`config.mk`:
```
export PLATFORM = sky130hd
export DESIGN_NAME = sw_debounce_flat
export DESIGN_NICKNAME = d
export VERILOG_FILES = /design/src/rtl/sw_debounce_if.sv /design/src/rtl/sw_debounce.sv /design/src/flat_wrapper.sv
export SDC_FILE = /design/constraint.sdc
export NUM_CORES = 1
export LEC_CHECK = 0
export CORE_MARGIN = 2
export CORE_UTILIZATION = 30
export DETAILED_ROUTE_END_ITERATION = 6
export PLACE_DENSITY = 0.52
export REMOVE_ABC_BUFFERS = 1
export SETUP_SLACK_MARGIN = 0.2
export SLEW_MARGIN = 5
export SYNTH_ARGS = -nofsm -noshare
export SYNTH_HDL_FRONTEND = slang
export SYNTH_SLANG_ARGS = --single-unit
```
`constraint.sdc`:
```
create_clock -name clk -period 3.2 [get_ports clk]
set_input_delay 0.32 -clock clk [delete_from_list [all_inputs] [get_ports clk]]
set_output_delay 0.32 -clock clk [all_outputs]
set_load 0.01 [all_outputs]
```
`src/rtl/sw_debounce_if.sv`:
```
// Switch-input bundle between the raw switch source and the debouncer.
interface sw_debounce_if #(
    parameter int unsigned WIDTH = 8
);
    logic [WIDTH-1:0] in;
    logic [WIDTH-1:0] out;
    logic [WIDTH-1:0] rise;
    logic [WIDTH-1:0] fall;
    logic             changed;

    modport master (output in, input out, input rise, input fall, input changed);
    modport slave  (input in, output out, output rise, output fall, output changed);
endinterface

```
`src/rtl/sw_debounce.sv`:
```
// Two-flop synchroniser plus per-bit stability counter; a new level is
// accepted after N consecutive synchronised samples that differ from it.
module sw_debounce #(
    parameter int unsigned WIDTH = 8,
    parameter int unsigned N     = 4
) (
    input logic          clk,
    input logic          rst,
    sw_debounce_if.slave bus
);
    localparam int unsigned  CW      = (N > 2) ? $clog2(N) : 1;
    localparam logic [CW-1:0] CNT_MAX = CW'(N - 1);

    logic [WIDTH-1:0] s1;
    logic [WIDTH-1:0] s2;
    logic [WIDTH-1:0] level;
    logic [WIDTH-1:0] rise_q;
    logic [WIDTH-1:0] fall_q;
    logic             changed_q;
    logic [WIDTH-1:0] accept;
    logic [CW-1:0]    cnt [WIDTH];

    // A bit is accepted when it has differed for the full N-sample window.
    always_comb begin
        accept = '0;
        for (int i = 0; i < WIDTH; i++) begin
            accept[i] = (s2[i] != level[i]) && (cnt[i] == CNT_MAX);
        end
    end

    always_ff @(posedge clk) begin
        if (rst) begin
            s1        <= '0;
            s2        <= '0;
            level     <= '0;
            rise_q    <= '0;
            fall_q    <= '0;
            changed_q <= 1'b0;
            for (int i = 0; i < WIDTH; i++) begin
                cnt[i] <= '0;
            end
        end else begin
            s1 <= bus.in;
            s2 <= s1;
            for (int i = 0; i < WIDTH; i++) begin
                if ((s2[i] == level[i]) || accept[i]) begin
                    cnt[i] <= '0;
                end else begin
                    cnt[i] <= cnt[i] + CW'(1);
                end
            end
            level     <= level ^ accept;
            rise_q    <= accept & s2;
            fall_q    <= accept & ~s2;
            changed_q <= |accept;
        end
    end

    assign bus.out     = level;
    assign bus.rise    = rise_q;
    assign bus.fall    = fall_q;
    assign bus.changed = changed_q;
endmodule

```
`src/flat_wrapper.sv`:
```
// flat-port wrapper written by rule: the top's interface ports become plain ports
module sw_debounce_flat 
#(
    parameter int unsigned WIDTH = 8,
    parameter int unsigned N     = 4
)
  (clk, rst, bus_in, bus_out, bus_rise, bus_fall, bus_changed);
  sw_debounce_if #(.WIDTH(WIDTH)) bus_i ();
  input logic clk;
  input logic rst;
  input wire logic [$bits(bus_i.in)-1:0] bus_in;
  output wire logic [$bits(bus_i.out)-1:0] bus_out;
  output wire logic [$bits(bus_i.rise)-1:0] bus_rise;
  output wire logic [$bits(bus_i.fall)-1:0] bus_fall;
  output wire logic [$bits(bus_i.changed)-1:0] bus_changed;
  assign bus_i.in = bus_in;
  assign bus_out = bus_i.out;
  assign bus_rise = bus_i.rise;
  assign bus_fall = bus_i.fall;
  assign bus_changed = bus_i.changed;
  sw_debounce #(.WIDTH(WIDTH), .N(N)) u_core (.clk(clk), .rst(rst), .bus(bus_i));
endmodule
```
==> results summary <==
The top cell family by delay on the critical path is buffers and inverters. The initial antenna violation count was 0. The worst-case headroom to the max-slew limit is 0.359. The mean number of vias per cell came out at 4.32. TritonCTS built the clock tree. For this design, the CTS-stage hold fixing added 0 buffers.

The number of distinct library cell variants in the gate-level netlist after synthesis is 16. For the final routed database, the setup TNS stands at 0 ns. In this design, the stage delay of the slowest critical-path cell is 0.58 ns. The max-slew violation count was 0. The first global-routing pass estimated 5.44 mm of wire.

The synthesized-area fraction occupied by and/or/nand/nor cells came out at 0.191. The tool flagged a number of max-cap violations equal to 0. The tightest min-delay check is of the reg -> reg type.

The total iterations of the first detailed-routing run is 4. The half-perimeter wire length after placement came out at roughly 2 mm. The critical path class is reg -> out.

Clock-pin slew was measured on the worst setup and hold paths at 0.06 ns. The critical path data required time came out at 2.88 ns. The cell with the biggest individual delay on the critical path is sky130_fd_sc_hd__clkdlybuf4s50_1.

The number of nets with antenna violations after routing is 0. The instance area at placement is 0.00251 mm^2. The detailed router placed ~1300 vias in this run. The count of unresolved DRC violations after routing is 0. Summed over all layers, the routed wires come to 3.23 mm. The gate count after technology mapping came out at about 160. The parity-gate share of the synthesized area counting xor and xnor cells came out at 0.0344.

The maximum operating frequency came out at roughly 0.6 GHz. After detailed routing, the average wire length per cell comes to roughly 11 um. After synthesis, the largest family of logic cells by area is simple AND/OR/NAND/NOR gates. The clock sink count came out at 57. In this run the critical register-to-register path is launched from u_core.cnt[1][2].

The overall track demand over capacity in global routing came out at 0.0966. The antenna diode instance count came out at 0. The synthesized netlist occupies a cell area of 0.00204 mm^2. The global route total overflow is 0.

Dividing the final minimum period by the clock period gives 0.508. The count of boundary I/O pins came out at 35. Setup repair after global routing left no endpoint under its margin. The maximum level of the CTS H-tree is 3.

The flow ran to the end, and the final reports show no timing, DRC or antenna violations. The post-CTS setup-driven buffer insertion count came out at 0. Measured along the x axis, the die boundary spans 86.5 um. Along the worst path, the maximum fanout reaches 5. The number of buffers inserted by port buffering came out at 34. The area of the core is about 0.0067 mm^2. The maximum resistive drop on vdd came out at approximately 0.25 mV. A synthesized cell averages 12.9 um^2.

The effective utilization at floorplan came out at 0.305. The area growth from synthesis to layout is 32.9%. For this run, the number of Yosys warnings is 0. The power density over the cells is 551 mW/mm^2.

The time the worst path needs with I/O delays and setup is around 1.6 ns. The final weighted congestion in routability-driven placement is 0.658. Synthesis inferred 57 register bits.

The filler cell count came out at between 600 and 700. The maximum number of pins on one net before global-route repair is between 50 and 60. For the pin with the worst max-slew slack, the measured transition is around 0.96 ns. The number of buffers created by CTS is 9. The clock latency at the later pin of the worst-skew pair came out at 0.32 ns.

The number of buffers and inverters on the critical path came out at 1. The nature of the critical path startpoint is a register. The number of gates resized after CTS is 0.

The tree is rooted in a sky130_fd_sc_hd__clkbuf_8. Setup slack closes at between 1.5 and 2 ns. The data arrival time of the critical path came out at 1.31 ns.

STA classifies the critical path endpoint as an output port. After the last flow step, the layout net total stands at 230. Of the cells placed in the final design, the portion with a size suffix greater than 1 is 0.0691. The die boundary height came out at 86.5 um. The flip-flop and latch area came out at about 0.0013 mm^2. In this run the most critical hold path is launched from u_core.s1[1]. The number of cells after detailed placement is around 280.

The worst-case register-to-register setup slack is roughly 1.8 ns. Leaving out filler cells and counting taps, the final layout contains between 200 and 300. The critical path goes through clkdlybuf4s50_1. Once layout is done, the placed cells without fillers occupy roughly 0.0027 mm^2. Of the total synthesized cell area, the portion taken by full adders, half adders and majority gates is 0.0491.

The total power of the final layout came out at about 1.5 mW. The count of standard-cell rows is 30. The worst clock skew came out at slightly above 0.005 ns. The number of global-route vias before repair came out at around 1200. The number of buffers on the longest clock path came out at 2. Measured against the total synthesized area, the mux share comes to 0.0393. The area enclosed by the die boundary came out at 0.00747 mm^2.

The analysis attributes to cell leakage a power of roughly 0.96 nW. The synthesized-area fraction occupied by ao, oa, aoi and oai cells came out at 0.0178. The first routing iteration left 74 violations. The area used by multi-input combinational logic came out at about 740 um^2. The sequential cell area fraction in the yosys report came out at 0.638. The final-report hold violation count is 0. Setup violations remaining at the end of the flow were counted as 0. The worst setup timing slack at the placement stage came out at about 1.7 ns.
-- cells in the mapped netlist --
cell / instances / area (um^2)
sky130_fd_sc_hd__dfxtp_1: 41 / 821
sky130_fd_sc_hd__nor4b_1: 24 / 210
sky130_fd_sc_hd__edfxtp_1: 16 / 480
sky130_fd_sc_hd__nor2b_1: 16 / 100
sky130_fd_sc_hd__inv_1: 9 / 33.8
sky130_fd_sc_hd__ha_1: 8 / 100
sky130_fd_sc_hd__mux2i_1: 8 / 80.1
sky130_fd_sc_hd__nor2_1: 8 / 30.0
sky130_fd_sc_hd__nor4_1: 8 / 50.1
sky130_fd_sc_hd__xnor2_1: 8 / 70.1
sky130_fd_sc_hd__o22ai_1: 4 / 25.0
sky130_fd_sc_hd__buf_1: 3 / 11.3
sky130_fd_sc_hd__clkbuf_1: 2 / 7.51
sky130_fd_sc_hd__buf_2: 1 / 5.00
sky130_fd_sc_hd__conb_1: 1 / 3.75
sky130_fd_sc_hd__o41a_1: 1 / 11.3
-- kinds of logic (layout without fill, tap and decap cells) --
family                     after synthesis  in the layout
AOI/OAI and AO/OA                        5              5
other                                    1             16
adders and majority gates                8              8
DFF                                     57             57
muxes                                    8              8
buffers and inverters                   15             59
and+or+nand+nor                         56             56
xor gates and xnor gates                 8              8
-- layout make-up --
class / count / share of cell area
Sequential cell: 57 / 0.480
Multi-Input combinational cell: 101 / 0.272
Timing Repair Buffer: 34 / 0.124
Clock buffer: 15 / 0.0729
Tap cell: 80 / 0.0369
Inverter: 9 / 0.0125
Clock inverter: 1 / 0.00185
-- path summary, 6_finish.rpt --
path,end,depth (start not counted)
min reg2reg,u_core.s2[1],1
min,u_core.s2[1],1
max,bus_out[3],1
max reg2reg,u_core.bus.changed,4
-- layer usage --
| metal | vias to the layer above | global-route usage | part of all wire |
|---|---|---|---|
| met5 | - | 0 | 0 |
| met4 | 0 | 0.0639 | 0.024 |
| met3 | 7 | 0.0476 | 0.061 |
| met2 | 26 | 0.127 | 0.40 |
| met1 | 580 | 0.123 | 0.51 |
| li1 | 671 | - | - |
-- power breakdown --
part / internal, mW / switching, mW / total, mW
logic: 0.0327 / 0.0323 / 0.0650
registers: 0.763 / 0.0111 / 0.774
clock network: 0.391 / 0.264 / 0.655
-- cell usage in the layout, fill, tap and decap left out, drive strengths merged, types with 8 or more instances in the layout --
cell | Yosys | layout
clkdlybuf4s50 | 0 | 33
nor4 | 8 | 8
conb | 1 | 16
clkbuf | 2 | 15
dfxtp | 41 | 41
mux2i | 8 | 8
inv | 9 | 9
edfxtp | 16 | 16
ha | 8 | 8
nor2b | 16 | 16
nor2 | 8 | 8
nor4b | 24 | 24
xnor2 | 8 | 8
-- through the flow --
step            util  hold WS, ns
3_5_place_dp   0.375        0.423
4_1_cts        0.406        0.438
5_1_grt        0.406        0.449
2_1_floorplan      -        0.392
6_report       0.406        0.435
3_3_place_gp   0.375        0.416
Note: power is estimated with default switching activity, not from simulation.
